File: config.mk
export PLATFORM = sky130hd
export DESIGN_NAME = game_state_ctl
export DESIGN_NICKNAME = d
export VERILOG_FILES = /design/src/rtl/game_state_ctl.sv
export SDC_FILE = /design/constraint.sdc
export NUM_CORES = 1
export LEC_CHECK = 0
export ABC_AREA = 0
export ABC_CLOCK_PERIOD_IN_PS = 3910
export CAP_MARGIN = 15
export CORE_ASPECT_RATIO = 0.75
export CORE_MARGIN = 5
export CORE_UTILIZATION = 44
export CTS_CLUSTER_SIZE = 16
export DETAILED_ROUTE_END_ITERATION = 8
export PLACE_DENSITY = 0.75
export SLEW_MARGIN = 20
export SYNTH_ARGS = -nofsm -noshare
export SYNTH_HDL_FRONTEND = slang
export SYNTH_SLANG_ARGS = --single-unit
export TNS_END_PERCENT = 10
File: constraint.sdc
create_clock -name clk_40 -period 3.91 [get_ports clk_40]
set_input_delay 0.5865 -clock clk_40 [delete_from_list [all_inputs] [get_ports clk_40]]
set_output_delay 0.5865 -clock clk_40 [all_outputs]
set_load 0.01 [all_outputs]
File: src/rtl/game_state_ctl.sv
// Game state controller. Mouse clicks and player position latch a request,
// which is committed only on a vsync rising edge.
package game_state_pkg;
    typedef enum logic [1:0] {
        START   = 2'd0,
        LEVEL_1 = 2'd1,
        FINISH  = 2'd2
    } g_state;
endpackage

module game_state_ctl
    import game_state_pkg::*;
#(
    parameter int unsigned BTN_X0         = 350,
    parameter int unsigned BTN_X1         = 450,
    parameter int unsigned BTN_Y0         = 280,
    parameter int unsigned BTN_Y1         = 320,
    parameter int unsigned EXIT_X0        = 740,
    parameter int unsigned EXIT_Y0        = 500,
    parameter int unsigned EXIT_FRAMES    = 30,
    parameter int unsigned FINISH_FRAMES  = 300,
    parameter int unsigned FRAMES_PER_SEC = 60
) (
    input  logic        clk_40,
    input  logic        rst_n,
    input  logic        vsync,
    input  logic        m_left,
    input  logic [11:0] xpos_mouse,
    input  logic [11:0] ypos_mouse,
    input  logic [11:0] xpos_player,
    input  logic [11:0] ypos_player,
    output g_state      game_state,
    output logic        state_changed,
    output logic [7:0]  level_time_s,
    output logic        pending
);

    localparam int unsigned FIN_W = $clog2(FINISH_FRAMES + 1);
    localparam int unsigned FRM_W = $clog2(FRAMES_PER_SEC + 1);

    logic             r_m_left_d;
    logic             r_vsync_d;
    g_state           r_state;
    g_state           r_target;
    logic             r_pending;
    logic             r_state_changed;
    logic [7:0]       r_dwell_cnt;
    logic [FIN_W-1:0] r_fin_cnt;
    logic [FRM_W-1:0] r_lvl_frm;
    logic [7:0]       r_lvl_sec;

    g_state           w_state_next;
    g_state           w_target_next;
    g_state           w_req_target;
    logic             w_pending_next;
    logic             w_req;
    logic             w_commit;
    logic             w_illegal;
    logic             w_click;
    logic             w_frame_tick;
    logic             w_in_button;
    logic             w_in_exit;

    assign w_click      = m_left & ~r_m_left_d;
    assign w_frame_tick = vsync & ~r_vsync_d;
    assign w_in_button  = (xpos_mouse >= 12'(BTN_X0)) && (xpos_mouse <= 12'(BTN_X1)) &&
                          (ypos_mouse >= 12'(BTN_Y0)) && (ypos_mouse <= 12'(BTN_Y1));
    assign w_in_exit    = (xpos_player >= 12'(EXIT_X0)) && (ypos_player >= 12'(EXIT_Y0));

    always_ff @(posedge clk_40 or negedge rst_n) begin
        if (!rst_n) begin
            r_m_left_d <= 1'b0;
            r_vsync_d  <= 1'b0;
        end else begin
            r_m_left_d <= m_left;
            r_vsync_d  <= vsync;
        end
    end

    // A request latched on a tick cycle only sees r_pending at the following tick.
    always_comb begin
        w_req          = 1'b0;
        w_req_target   = START;
        w_illegal      = 1'b0;
        w_commit       = 1'b0;
        w_state_next   = r_state;
        w_target_next  = r_target;
        w_pending_next = r_pending;
        case (r_state)
            START: begin
                w_req        = w_click && w_in_button;
                w_req_target = LEVEL_1;
            end
            LEVEL_1: begin
                w_req        = (r_dwell_cnt >= 8'(EXIT_FRAMES));
                w_req_target = FINISH;
            end
            FINISH: begin
                w_req        = w_click || (r_fin_cnt >= FIN_W'(FINISH_FRAMES));
                w_req_target = START;
            end
            default: w_illegal = 1'b1;
        endcase
        if (w_frame_tick && (r_pending || w_illegal)) begin
            w_commit       = 1'b1;
            w_state_next   = w_illegal ? START : r_target;
            w_pending_next = 1'b0;
        end else if (!r_pending && w_req) begin
            w_pending_next = 1'b1;
            w_target_next  = w_req_target;
        end
    end

    always_ff @(posedge clk_40 or negedge rst_n) begin
        if (!rst_n) begin
            r_state         <= START;
            r_target        <= START;
            r_pending       <= 1'b0;
            r_state_changed <= 1'b0;
        end else begin
            r_state         <= w_state_next;
            r_target        <= w_target_next;
            r_pending       <= w_pending_next;
            r_state_changed <= w_commit;
        end
    end

    // The level timer survives the move into FINISH so the result can be shown.
    always_ff @(posedge clk_40 or negedge rst_n) begin
        if (!rst_n) begin
            r_dwell_cnt <= '0;
            r_fin_cnt   <= '0;
            r_lvl_frm   <= '0;
            r_lvl_sec   <= '0;
        end else if (w_commit) begin
            r_dwell_cnt <= '0;
            r_fin_cnt   <= '0;
            if (w_state_next != FINISH) begin
                r_lvl_frm <= '0;
                r_lvl_sec <= '0;
            end
        end else if (w_frame_tick) begin
            if (r_state == LEVEL_1) begin
                if (!w_in_exit) begin
                    r_dwell_cnt <= '0;
                end else if (r_dwell_cnt < 8'(EXIT_FRAMES)) begin
                    r_dwell_cnt <= r_dwell_cnt + 8'd1;
                end
                if (r_lvl_frm == FRM_W'(FRAMES_PER_SEC - 1)) begin
                    r_lvl_frm <= '0;
                    if (r_lvl_sec != 8'hFF) begin
                        r_lvl_sec <= r_lvl_sec + 8'd1;
                    end
                end else begin
                    r_lvl_frm <= r_lvl_frm + FRM_W'(1);
                end
            end
            if ((r_state == FINISH) && (r_fin_cnt < FIN_W'(FINISH_FRAMES))) begin
                r_fin_cnt <= r_fin_cnt + FIN_W'(1);
            end
        end
    end

    assign game_state    = r_state;
    assign state_changed = r_state_changed;
    assign level_time_s  = r_lvl_sec;
    assign pending       = r_pending;

endmodule

==> results by group, run 1 <==
Critical path
  • Reg-to-reg startpoint: game_state[1]
  • Delay of the slowest critical-path stage: 0.59 ns
  • Worst-case reg-to-reg path depth: 6
  • Reg2reg end: level_time_s[6]
  • Cell family with most CP delay: buffers and inverters
  • Req. time, crit path: 4.13 ns
  • Slowest cell on crit path: clkinv_1
  • Worst-path cell chain: clkdlybuf4s50_1 > nor2b_1 > nand2b_1 > clkinv_1 > a21oi_2 > nor3_1 > o22ai_1
  • Setup CP Type: in -> reg
  • Worst path bufs/invs: 2
  • Worst endpoint data arrival time: 2.91 ns
  • CP endpoint kind: register
  • CP Max Fanout: 18
  • Crit start category: primary input
  • R2R setup slack: 1.35 ns

Power and ir drop
  • Leakage: 1.206 nW
  • Switch share: 31.63%
  • P per Cell Area: 400.2 nW/um2
  • Sw Pwr: 0.3757 mW
  • Max IR drop VDD: 0.0002164 V
  • Combinational power share: 26.2%
  • Clock power frac: 27.5%
  • Int Power: 0.8121 mW
  • Seq pwr share: 46.3%

Routing
  • DRC viols: 0
  • Detail Route Antenna Nets: 0
  • DR WL/cell: 14.91 um
  • Initial DRT Pass Iterations: 6
  • Drt initial violations: 70
  • Detailed-route via count: 2036
  • Routed wire length: 5399 um
  • Drt via density: 5.624

Timing
  • Setup tns final: 0 ns
  • Setup violators final: 0
  • Fmax: 0.3711 GHz
  • Tmin final: 2.695 ns
  • Hold Fails Final Rpt: 0
  • Rel. slew slack: 39.96%
  • RSZ-0062 raised after global routing: no
  • Worst clock skew: 0.005398 ns
  • Worst hold margin: 0.4122 ns
  • Final period util: 68.93%
  • Measured slew at the worst slew-check pin: 0.9005 ns
  • Slew Viols, Final: 0

Synth
  • Distinct cells, synth: 51
  • Dominant cells by area after synthesis: dfrtp_1 (44%), nand2_1 (3.9%), o21ai_0 (3.8%)
  • Synth top area share: 43.94%
  • Mapped Area: 2221 um2
  • EDFF count, synth: 0
  • Syn nets: 297
  • Cell taking the most area after synthesis: dfrtp_1
  • Post-synth top cells: dfrtp_1 (39), nand2_1 (23), nor2_1 (22)
  • Synth Register Bits: 39
  • Register area share after synthesis: 43.94%
  • Yosys Warn Count: 0
  • Cells after Synth: 239
  • Asr flop ratio synth: 100.0%
  • Syn Area/Cell: 9.292 um2
  • Cell with the most instances after synthesis: dfrtp_1
  • Most common flop cell mapped by yosys: dfrtp_1

Clocking
  • Clk_lat worst skew: 0.30 ns
  • Post-cts sizing count: 0
  • Clock Pin Slew Worst Setup and Hold Paths: 0.07 ns
  • Clock root cell: clkbuf_8
  • CTS tree: done
  • H-tree depth: 2
  • Cts bufs inserted: 5
  • Post-CTS Setup Bufs: 0
  • Bufs on Longest Clock Path: 2
  • Hold_buf cts: 0
  • CTS Sinks: 39

Die
  • Rows: 22
  • Core Region: 4900 um2
  • Die width: 92.04 um
  • IO Count: 64
  • Vert. Die Dim: 71.53 um
  • Die area: 6583 um2
  • Starting density of the core: 45.33%

Final layout
  • Fin cells: 362
  • Multi-input logic area: 1191 um2
  • Layout filler cell count: 415
  • Area added between synthesis and finish: 33.63%
  • Nets: 360
  • Ant. Diodes: 0
  • Storage element area: 975.9 um2
  • Fraction of layout cells with a size suffix above 1: 5.960%

Global routing
  • Largest net degree at the start of global routing: 40
  • Number of global-route vias before repair: 1966
  • GRT overflow: 0
  • GRT Util Overall: 17.38%
  • Initial antenna violation count: 0
  • First-pass GRT wire length: 9149 um

Placed design
  • GPL Wtd Cong: 0.8386
  • I/O Buffers: 59
  • Final HPWL from detailed placement: 3910 um
  • Dpl cells: 355

Run
  • Max-Cap Viols: 0

Hold path
  • Hold Crit Class: in -> async

Run status
  • Outcome: completed
## sequential cells by signal (all words and copies together), names as in the netlist
name and flops:
game_state 2, pending 1, r_vsync_d 1, r_lvl_frm 6
r_m_left_d 1, state_changed 1, r_target 2, r_dwell_cnt 8
r_fin_cnt 9, level_time_s 8
## area by class of cell
type | instances | share of cell area (%)
multi-input cells | 187 | 40.13
well taps | 60 | 2.530
repair buffers | 59 | 19.73
clock inverters | 1 | 1.012
inverters | 10 | 1.265
flip-flops and latches | 39 | 32.88
clock buffers | 6 | 2.445
## power by group through the flow
| stage | clock (mW) | sequential, mW | combinational (mW) |
|---|---|---|---|
| CTS | 0.335 | 0.548 | 0.313 |
| floorplan | 0 | 0.539 | 0.189 |
| global placement | 0 | 0.551 | 0.303 |
| global route | 0.353 | 0.561 | 0.348 |
| finish | 0.327 | 0.550 | 0.311 |
| detailed placement | 0 | 0.555 | 0.312 |
## layout by cell type, fill, tap and decap left out, types with 3 or more instances in the layout
cell             Yosys  final
dfrtp_1             39     39
xnor2_1              8      8
a211oi_1             4      4
nand2_1             23     23
nor3_1               3      3
a41o_1               3      3
nor4_1               5      5
o31ai_1              6      6
clkdlybuf4s50_1      0     58
o22ai_1              3      3
inv_1                9      9
a21oi_1              8      8
nand3_1             13     13
a31oi_1              7      7
ha_1                 6      6
nor2_1              22     22
clkbuf_8             0      5
nand2b_1             7      7
and3_1               4      4
and2_1               9      9
nand4_1              5      5
o21ai_0             17     17
## worst max path at each step
stage / slack, ns / start / cells past startpoint / end
after floorplan: 1.99 / xpos_player[4] / 5 / r_dwell_cnt[0]
after global placement: 0.92 / vsync / 7 / level_time_s[4]
after detailed placement: 0.87 / vsync / 7 / level_time_s[6]
after CTS: 1.18 / vsync / 7 / level_time_s[6]
after global routing: 0.98 / vsync / 7 / level_time_s[6]
final: 1.22 / vsync / 7 / level_time_s[6]
## routing by layer
layer	vias to the layer above	global-route usage, %	wire, um
li1	1011	-	-
met5	-	0	0
met4	0	7.908	97
met2	53	26.29	2392
met1	962	22.90	2526
met3	10	5.456	383
## per-stage QoR
step | total power [mW] | instance area (um2) | worst slack, ns | utilization, %
6_report | 1.188 | 2968 | 1.215 | 60.57
5_1_grt | 1.263 | 2968 | 0.9765 | 60.57
4_1_cts | 1.196 | 2968 | 1.182 | 60.57
3_5_place_dp | 0.8667 | 2865 | 0.8687 | 58.48
3_3_place_gp | 0.8544 | 2865 | 0.9247 | 58.48
2_1_floorplan | 0.7284 | 2221 | 1.985 | -
## cell families (layout without fill, tap and decap cells)
kind of cell    after synthesis  count (layout)  synth area share, %
fa+ha+maj                     6               6                3.380
compound gates               66              66                21.86
flops                        39              39                43.94
mux                           1               1               0.4507
buf+inv                      13              76                2.422
xor+xnor                      8               8                3.155
simple gates                106             106                24.79
## worst register-to-register path: cells and delay by family (launching register included)
family                 cells  cell delay [ns]
flip-flops                 1             0.47
AND/OR/NAND/NOR            2             0.51
buffers and inverters      1             0.59
AO/OA/AOI/OAI              3             0.91
Power figures use the tool's default switching activity.
==> run 2: changes to the inputs <==
- ABC_CLOCK_PERIOD_IN_PS: 3910 -> 2800
- clock period: 3.91 -> 2.8 ns (I/O delays scaled with it)
==> run 2 against run 1 <==
- routed wire length shrank 2.8%
- first-iteration DRC count increased by 29%
- non-clock buffer count up 3
==> results by group, run 2 (synthesis results as in run 1) <==
Die
  • IO Count: 64 (unchanged)
  • Core Region: 4900 um2 (unchanged)
  • Die area: 6583 um2 (unchanged)
  • Die width: 92.04 um (unchanged)
  • Rows: 22 (unchanged)
  • Vert. Die Dim: 71.53 um (unchanged)
  • Starting density of the core: 45.33% (unchanged)

Critical path
  • Reg-to-reg startpoint: game_state[0]
  • Setup CP Type: in -> reg
  • CP endpoint kind: register
  • Crit start category: primary input
  • Worst endpoint data arrival time: 2.19 ns (-0.72 ns)
  • R2R setup slack: 0.84 ns (-0.51 ns)
  • CP Max Fanout: 6 (-12)
  • Cell family with most CP delay: compound AO/OA/AOI/OAI gates
  • Worst-path cell chain: clkdlybuf4s50_1 > nor2b_1 > nand2_1 > a21oi_1 > a31oi_1 > a41o_1
  • Slowest cell on crit path: clkdlybuf4s50_1
  • Reg2reg end: level_time_s[6]
  • Delay of the slowest critical-path stage: 0.49 ns (-0.10 ns)
  • Req. time, crit path: 2.98 ns (-1.15 ns)
  • Worst path bufs/invs: 1 (-1)
  • Worst-case reg-to-reg path depth: 6 (unchanged)

Clocking
  • CTS Sinks: 39 (unchanged)
  • Post-cts sizing count: 0 (unchanged)
  • Clock Pin Slew Worst Setup and Hold Paths: 0.08 ns (about the same)
  • Clk_lat worst skew: 0.29 ns (about the same)
  • Post-CTS Setup Bufs: 0 (unchanged)
  • Clock root cell: clkbuf_8
  • Cts bufs inserted: 5 (unchanged)
  • Bufs on Longest Clock Path: 2 (unchanged)
  • CTS tree: done
  • H-tree depth: 2 (unchanged)
  • Hold_buf cts: 0 (unchanged)

Timing
  • Rel. slew slack: 42.92% (+3.0 points)
  • Setup violators final: 0 (unchanged)
  • Measured slew at the worst slew-check pin: 0.8562 ns (-0.04437 ns)
  • Setup tns final: 0 ns (unchanged)
  • Post-route worst setup slack: 0.7875 ns (-0.4275 ns)
  • Slew Viols, Final: 0 (unchanged)
  • Final period util: 71.88%
  • Fmax: 0.4969 GHz
  • Tmin final: 2.013 ns
  • Worst hold margin: 0.2427 ns (-0.1695 ns)
  • Hold Fails Final Rpt: 0 (unchanged)
  • Worst clock skew: 0.007017 ns (+0.001619 ns)
  • RSZ-0062 raised after global routing: no

Power and ir drop
  • Combinational power share: 28.1% (+1.9 points)
  • Seq pwr share: 48.7% (+2.4 points)
  • Sw Pwr: 0.5116 mW (+36%)
  • Switch share: 32.65% (+1.0 points)
  • Max IR drop VDD: 0.0002726 V (+26%)
  • Clock power frac: 23.2% (-4.3 points)
  • Leakage: 1.212 nW (+0.49%)
  • P per Cell Area: 527.8 nW/um2 (+32%)
  • Int Power: 1.056 mW (+30%)

Final layout
  • Commonest non-fill, non-tap cell in the layout: clkdlybuf4s50_1
  • Commonest non-fill, non-tap cells in the layout: clkdlybuf4s50_1 (58), dfrtp_1 (39), nand2_1 (23)
  • Fraction of layout cells with a size suffix above 1: 6.863% (+0.90 points)
  • Nets: 363 (+0.83%)
  • Multi-input logic area: 1191 um2 (unchanged)
  • Layout filler cell count: 434 (+4.6%)
  • Number of flip-flops under the largest register name: 9 (unchanged)
  • Post-route cell area: 2969 um2 (about the same)
  • Area added between synthesis and finish: 33.69% (about the same)
  • Largest register by flop count: r_fin_cnt
  • Ant. Diodes: 0 (unchanged)
  • Storage element area: 975.9 um2 (unchanged)
  • Fin cells: 366 (+1.1%)

Routing
  • Initial DRT Pass Iterations: 4 (-2)
  • Detailed-route via count: 2005 (-1.5%)
  • Drt initial violations: 90 (+29%)
  • Drt via density: 5.478 (-2.6%)
  • DRC viols: 0 (unchanged)
  • Routed wire length: 5248 um (-2.8%)
  • Detail Route Antenna Nets: 0 (unchanged)
  • DR WL/cell: 14.34 um (-3.9%)

Global routing
  • First-pass GRT wire length: 8983 um (-1.8%)
  • GRT overflow: 0 (unchanged)
  • Initial antenna violation count: 0 (unchanged)
  • Number of global-route vias before repair: 1982 (+0.81%)
  • GRT Util Overall: 16.62% (-0.75 points)
  • Largest net degree at the start of global routing: 40 (unchanged)

Placed design
  • Dpl cells: 358 (+0.85%)
  • Final HPWL from detailed placement: 3959 um (+1.2%)
  • Placed instance area: 2888 um2 (+0.79%)
  • I/O Buffers: 59 (unchanged)
  • GPL Wtd Cong: 0.7965 (-5.0%)
  • Post-place setup slack: 0.4917 ns (-0.3770 ns)

Run
  • Max-Cap Viols: 0 (unchanged)

Hold path
  • Hold Crit Class: in -> async

Run status
  • Outcome: completed
## run 2: cell count changes in the layout (fill, tap and decap cells not counted)
cell	change
bufinv_16	-1
clkbuf_1	+1
clkinv_2	+1
buf_4	+3
## run 2: worst register-to-register path: cells and delay by family, from the launching register on
kind | cells | cell delay [ns]
flops | 1 | 0.48
compound gates | 3 | 0.74
buf+inv | 1 | 0.28
simple gates | 2 | 0.39
## run 2: stage by stage
step / utilization [%] / power, mW
after global placement: 58.94 / 1.200
after detailed placement: 58.94 / 1.215
after CTS: 60.60 / 1.585
after floorplan: - / 1.017
final: 60.60 / 1.567
after global routing: 60.60 / 1.680
## run 2: power by group through the flow
stage / combinational [mW] / clock, mW / sequential (mW)
5_1_grt: 0.498 / 0.403 / 0.779
2_1_floorplan: 0.264 / 0 / 0.753
3_5_place_dp: 0.444 / 0 / 0.771
3_3_place_gp: 0.431 / 0 / 0.769
6_report: 0.440 / 0.364 / 0.763
4_1_cts: 0.446 / 0.378 / 0.761
## run 2: cell type report
type | count | share of cell area [%]
clock buffers | 7 | 2.571
clock inverters | 1 | 0.1686
inverters | 10 | 1.264
multi-input cells | 187 | 40.12
flip-flops and latches | 39 | 32.87
well taps | 60 | 2.528
repair buffers | 62 | 20.48
## run 2: worst max path at each step
stage                              start         endpoint  cells after the start
after floorplan           xpos_player[4]   r_dwell_cnt[0]                      5
after global placement             vsync     r_fin_cnt[6]                      6
after detailed placement           vsync     r_fin_cnt[6]                      6
after CTS                          vsync     r_fin_cnt[6]                      6
after global routing               vsync  level_time_s[5]                      7
final                              vsync     r_fin_cnt[6]                      6
## run 2: layer usage
layer  track usage (%)  part of all wire, %
met1             21.69                   49
met4             5.601                 0.88
met3             5.247                  5.8
met2             26.38                   44
met5                 0                    0
